## src/rtl/uart_rx_sampler.sv

```systemverilog
// Oversampling 8N1 UART receive front end: synchronizes rxd, validates the start bit,
// samples each bit mid-period and presents bytes on a one-entry valid/ready holding register.
module uart_rx_sampler #(
    parameter int OVERSAMPLE = 16,
    parameter int DATA_BITS  = 8
) (
    input  logic                 PCLK,
    input  logic                 PRESETn,
    input  logic                 os_tick,
    input  logic                 rxd,
    output logic [DATA_BITS-1:0] rx_data,
    output logic                 rx_valid,
    input  logic                 rx_ready,
    output logic                 frame_err,
    output logic                 overrun,
    output logic                 busy
);

    localparam int TW = $clog2(OVERSAMPLE);
    localparam int BW = $clog2(DATA_BITS + 1);

    localparam logic [TW-1:0] HALF_LAST = TW'(OVERSAMPLE / 2 - 1);
    localparam logic [TW-1:0] FULL_LAST = TW'(OVERSAMPLE - 1);
    localparam logic [BW-1:0] BIT_LAST  = BW'(DATA_BITS - 1);

    typedef enum logic [1:0] {
        S_IDLE  = 2'd0,
        S_START = 2'd1,
        S_DATA  = 2'd2,
        S_STOP  = 2'd3
    } state_t;

    state_t               r_state;
    state_t               w_state_next;
    logic [1:0]           r_sync;
    logic                 w_rxs;
    logic [TW-1:0]        r_tick_cnt;
    logic [TW-1:0]        w_tick_cnt_next;
    logic [BW-1:0]        r_bit_cnt;
    logic [BW-1:0]        w_bit_cnt_next;
    logic [DATA_BITS-1:0] r_shift;
    logic [DATA_BITS-1:0] w_shift_next;
    logic                 w_stop_ok;
    logic                 w_stop_bad;
    logic [DATA_BITS-1:0] r_rx_data;
    logic                 r_rx_valid;
    logic                 r_frame_err;
    logic                 r_overrun;
    logic                 r_busy;

    // Two-flop synchronizer; both stages reset to the idle (high) line level.
    always_ff @(posedge PCLK or negedge PRESETn) begin
        if (!PRESETn) begin
            r_sync <= 2'b11;
        end else begin
            r_sync <= {r_sync[0], rxd};
        end
    end

    assign w_rxs = r_sync[1];

    always_ff @(posedge PCLK or negedge PRESETn) begin
        if (!PRESETn) begin
            r_state    <= S_IDLE;
            r_tick_cnt <= '0;
            r_bit_cnt  <= '0;
            r_shift    <= '0;
            r_busy     <= 1'b0;
        end else begin
            r_state    <= w_state_next;
            r_tick_cnt <= w_tick_cnt_next;
            r_bit_cnt  <= w_bit_cnt_next;
            r_shift    <= w_shift_next;
            r_busy     <= (w_state_next != S_IDLE);
        end
    end

    always_comb begin
        w_state_next    = r_state;
        w_tick_cnt_next = r_tick_cnt;
        w_bit_cnt_next  = r_bit_cnt;
        w_shift_next    = r_shift;
        w_stop_ok       = 1'b0;
        w_stop_bad      = 1'b0;

        case (r_state)
            S_IDLE: begin
                if (os_tick && !w_rxs) begin
                    w_state_next    = S_START;
                    w_tick_cnt_next = '0;
                end
            end

            // Half a bit period after the falling edge: a high line means a glitch.
            S_START: begin
                if (os_tick) begin
                    if (r_tick_cnt == HALF_LAST) begin
                        if (w_rxs) begin
                            w_state_next = S_IDLE;
                        end else begin
                            w_state_next    = S_DATA;
                            w_tick_cnt_next = '0;
                            w_bit_cnt_next  = '0;
                        end
                    end else begin
                        w_tick_cnt_next = r_tick_cnt + TW'(1);
                    end
                end
            end

            S_DATA: begin
                if (os_tick) begin
                    if (r_tick_cnt == FULL_LAST) begin
                        w_tick_cnt_next = '0;
                        w_shift_next    = {w_rxs, r_shift[DATA_BITS-1:1]};
                        w_bit_cnt_next  = r_bit_cnt + BW'(1);
                        if (r_bit_cnt == BIT_LAST) begin
                            w_state_next = S_STOP;
                        end
                    end else begin
                        w_tick_cnt_next = r_tick_cnt + TW'(1);
                    end
                end
            end

            // Return to IDLE straight after the stop sample; a still-low line restarts.
            S_STOP: begin
                if (os_tick) begin
                    if (r_tick_cnt == FULL_LAST) begin
                        w_state_next    = S_IDLE;
                        w_tick_cnt_next = '0;
                        w_bit_cnt_next  = '0;
                        w_stop_ok       = w_rxs;
                        w_stop_bad      = !w_rxs;
                    end else begin
                        w_tick_cnt_next = r_tick_cnt + TW'(1);
                    end
                end
            end

            default: begin
                w_state_next = S_IDLE;
            end
        endcase
    end

    // Holding register: a completing frame may refill on the same edge it is drained.
    always_ff @(posedge PCLK or negedge PRESETn) begin
        if (!PRESETn) begin
            r_rx_data   <= '0;
            r_rx_valid  <= 1'b0;
            r_frame_err <= 1'b0;
            r_overrun   <= 1'b0;
        end else begin
            r_frame_err <= w_stop_bad;
            r_overrun   <= 1'b0;
            if (w_stop_ok) begin
                if (!r_rx_valid || rx_ready) begin
                    r_rx_data  <= r_shift;
                    r_rx_valid <= 1'b1;
                end else begin
                    r_overrun <= 1'b1;
                end
            end else if (r_rx_valid && rx_ready) begin
                r_rx_valid <= 1'b0;
            end
        end
    end

    assign rx_data   = r_rx_data;
    assign rx_valid  = r_rx_valid;
    assign frame_err = r_frame_err;
    assign overrun   = r_overrun;
    assign busy      = r_busy;

endmodule

```

## config.mk

```make
export PLATFORM = sky130hd
export DESIGN_NAME = uart_rx_sampler
export DESIGN_NICKNAME = d
export VERILOG_FILES = /design/src/rtl/uart_rx_sampler.sv
export SDC_FILE = /design/constraint.sdc
export NUM_CORES = 1
export LEC_CHECK = 0
export CAP_MARGIN = 40
export CORE_ASPECT_RATIO = 0.5
export CORE_MARGIN = 1
export CORE_UTILIZATION = 48
export CTS_BUF_LIST = sky130_fd_sc_hd__clkbuf_16
export CTS_CLUSTER_DIAMETER = 100
export DETAILED_ROUTE_END_ITERATION = 8
export GPL_TIMING_DRIVEN = 1
export MAX_ROUTING_LAYER = met4
export PLACE_DENSITY = 0.81
export SLEW_MARGIN = 25
export SYNTH_ARGS = -nofsm -noshare
export SYNTH_HDL_FRONTEND = slang
export SYNTH_SLANG_ARGS = --single-unit
```

## constraint.sdc

```tcl
create_clock -name PCLK -period 1.75 [get_ports PCLK]
set_clock_uncertainty 0.15 [all_clocks]
set_input_delay 0.4375 -clock PCLK [delete_from_list [all_inputs] [get_ports PCLK]]
set_output_delay 0.4375 -clock PCLK [all_outputs]
set_load 0.01 [all_outputs]
```

==> results.json <==
{
  "relSlewSlack": 0.824,
  "grt_util_all_layers": 0.227,
  "drc": 0,
  "hp-start": "r_sync[0]",
  "status": "complete, but fails checks",
  "dr.pass1.iters": 4,
  "io_buffers": 16,
  "violations": "negative setup slack",
  "synth_top_family_by_area": "multiplexers",
  "stdcell_count": 198,
  "grt_pass1_wl_um": 4720,
  "yosys_register_bits": 32,
  "power_density_nw_per_um2": 1330,
  "gp_congestion": 0.809,
  "synthesis.area_um2": 1400,
  "min_delay_worst_endpoint": "r_sync[1]",
  "setup_viol": 4,
  "ys_types": 32,
  "stdcell_area_um2": 1980,
  "p_comb_frac": 0.269,
  "htreeDepth": 2,
  "routedWlPerCell_um": 16.4,
  "avgSynthCellArea_um2": 11.5,
  "grt_pass1_vias": 1021,
  "root_buffer": "clkbuf_16",
  "rsz0062_at_grt": "yes",
  "hp-class": "reg -> reg",
  "hold_violations": 0,
  "antennaDiodeCount": 0,
  "use_met2": 0.384,
  "drtIter0Drc": 51,
  "p_int_mw": 1.87,
  "worst_pin_slew_ns": 0.264,
  "synth_mux_area_frac": 0.143,
  "reg2reg_to": "r_bit_cnt[2]",
  "routed-via-count": 1088,
  "grt-busiest-layer": "met2",
  "netSwitchingFraction": 0.288,
  "die_w_um": 78.5,
  "period_share": 1.05,
  "row_count": 13,
  "cp_data_arrival_time_ns": 1.86,
  "critical_path_class": "reg -> reg",
  "critical_path_required_ns": 1.77,
  "avgViaCountPerCell": 5.49,
  "path_cells": "or4b_1, a21o_1, or4_1, o311ai_1",
  "ant_nets": 0,
  "r2r_slack_ns": -0.09,
  "critPathSlowestCell": "or4b_1",
  "antenna_found_initial": 0,
  "synth-xor-area-share": 0,
  "grt_use_met3": 0.0682,
  "ir_drop_mv": 0.695,
  "grt-ovfl-total": 0,
  "grt_start_max_net_pins": 33,
  "path_clk_slew_ns": 0.05,
  "pwr-share-seq": 0.365,
  "start_util": 0.523,
  "clkSinkCount": 32,
  "setup.worst_path.start_class": "flip-flop",
  "hold_buffers": 0,
  "clockBufferDepth": 2,
  "rr_startpoint": "r_state[1]",
  "drv_cap": 0,
  "ys.warnings.count": 0,
  "placed_cells": 189,
  "wirelength_um": 3250,
  "drive_gt1_frac": 0.335,
  "pre_cts_ws_ns": -0.403,
  "ys_seq_area_frac": 0.572,
  "clkPwrFrac": 0.365,
  "min_period_ns": 1.84,
  "fin_nets": 167,
  "slew_violations": 0,
  "cts_tree": "done",
  "met1_usage": 0.255,
  "worst_slack_ns": -0.0898,
  "syn_inst": 122,
  "p_leak_nw": 1.05,
  "holdPathStages": 0,
  "placed_area_um2": 1750,
  "critPathCaptureType": "flip-flop",
  "synth-simple-area-share": 0.142,
  "area_delta_synth_final_pct": 40.7,
  "crit_family": "simple AND/OR/NAND/NOR gates",
  "synthAdderAreaFrac": 0.0178,
  "critPathMaxStageDelay_ns": 0.51,
  "synth_compound_area_frac": 0.0740,
  "numCtsBuffers": 5,
  "crit_fanout": 2,
  "dp_hpwl_um": 1800,
  "dieArea_um2": 3160,
  "r2r_cells": 4,
  "path_buf_inv": 0,
  "p_switching_mw": 0.756,
  "die_h_um": 40.2,
  "coreArea_um2": 2680,
  "clock.fmax_ghz": 0.544,
  "power_mw": 2.63,
  "worstSkewPairLatency_ns": 0.27,
  "ios": 17,
  "fin_util": 0.736,
  "syn_nets": 129
}
## state kept, by name (all words and copies together), names as in the netlist
| signal | count |
|---|---|
| rx_data | 8 |
| rx_valid | 1 |
| frame_err | 1 |
| r_bit_cnt | 4 |
| busy | 1 |
| overrun | 1 |
| r_state | 2 |
| r_tick_cnt | 4 |
| r_sync | 2 |
| r_shift | 8 |
## placed cells by master, fill, tap and decap left out, drive strengths merged, types with 2 or more instances in the layout
cell / instances
a21oi: 6
dfstp: 2
nor3: 3
ha: 2
nand3: 5
dlymetal6s2s: 5
clkdlybuf4s50: 6
nor2: 6
and3: 2
nand2b: 2
buf: 21
o22ai: 2
mux2: 17
dlygate4sd2: 5
inv: 10
a22o: 2
o21ai: 4
dfrtp: 30
clkbuf: 5
nand2: 11
## power by group through the flow
stage                     Combinational, mW  Clock [mW]  Sequential [mW]
final                                 0.708       0.960            0.960
after global routing                  0.785        1.00            0.973
after CTS                             0.692       0.982            0.957
after detailed placement              0.646           0            0.952
after global placement                0.613           0            0.945
after floorplan                       0.427           0            0.933
## what timing repair did
item                       in CTS  in global routing
pin swaps                       3                  1
setup endpoints to repair      24                 17
resized for setup              11                 15
gates cloned                    0                  0
buffers inserted                2                  0
## layout make-up
cell class	instances	area (um2)
flip-flops and latches	32	803
well taps	37	46.3
multi-input cells	75	588
fillers	184	708
repair buffers	37	340
inverters	9	33.8
clock inverters	3	38.8
clock buffers	5	125
## cells by family after synthesis
logic type	count (synthesis)
buf+inv	15
mux	18
flops	32
fa+ha+maj	2
simple gates	38
compound gates	17
## worst register-to-register path: cells and delay by family, from the launching register on
family / cells / cell delay (ns)
AO/OA/AOI/OAI: 2 / 0.30
AND/OR/NAND/NOR: 2 / 0.91
flip-flops: 1 / 0.37
## stage by stage
step / hold slack (ns) / setup TNS, ns
5_1_grt: 0.215 / -0.404
3_5_place_dp: 0.201 / -7.78
6_report: 0.207 / -0.147
3_3_place_gp: 0.196 / -7.53
4_1_cts: 0.209 / -0.0990
2_1_floorplan: -0.00809 / -0.0138
## synthesized netlist by cell type
master,instances,area (um2)
a21oi_1,6,30.0
nand4b_1,1,8.76
dfrtp_1,30,751
ha_1,2,25.0
and3_2,1,7.51
or4b_1,1,10.0
a22o_1,1,8.76
a31oi_1,1,6.26
o21ai_0,4,20.0
nor3b_1,1,7.51
buf_4,3,22.5
buf_2,3,15.0
nand2_1,11,41.3
nor2b_1,1,6.26
nand3b_1,1,7.51
inv_1,9,33.8
nand2b_1,2,12.5
nor2_1,6,22.5
nand4_1,1,6.26
a22o_2,1,10.0
nor3_1,3,15.0
dfstp_2,2,52.6
and3_1,1,6.26
nand3_1,5,25.0
or4_1,1,7.51
o311ai_1,1,8.76
mux2_2,17,191
or3b_2,1,8.76
o22ai_1,2,12.5
mux2i_1,1,10.0
and2_1,1,6.26
a21o_1,1,7.51
## worst max path at each step
stage | start | end | slack [ns] | depth (start not counted)
after global placement | os_tick | rx_data[3] | -0.37 | 6
after detailed placement | os_tick | rx_data[4] | -0.40 | 6
after floorplan | r_sync[1] | r_bit_cnt[2] | -0.01 | 4
final | r_state[1] | r_bit_cnt[2] | -0.09 | 4
after CTS | r_state[1] | r_bit_cnt[2] | -0.08 | 4
after global routing | r_sync[1] | r_bit_cnt[2] | -0.14 | 4
## routing by layer
metal / routed length, um / vias to the layer above
li1: - / 497
met1: 1320 / 542
met2: 1690 / 41
met3: 160 / 8
met4: 70 / 0
met5: 0 / -
(Power assumes the default switching activity.)
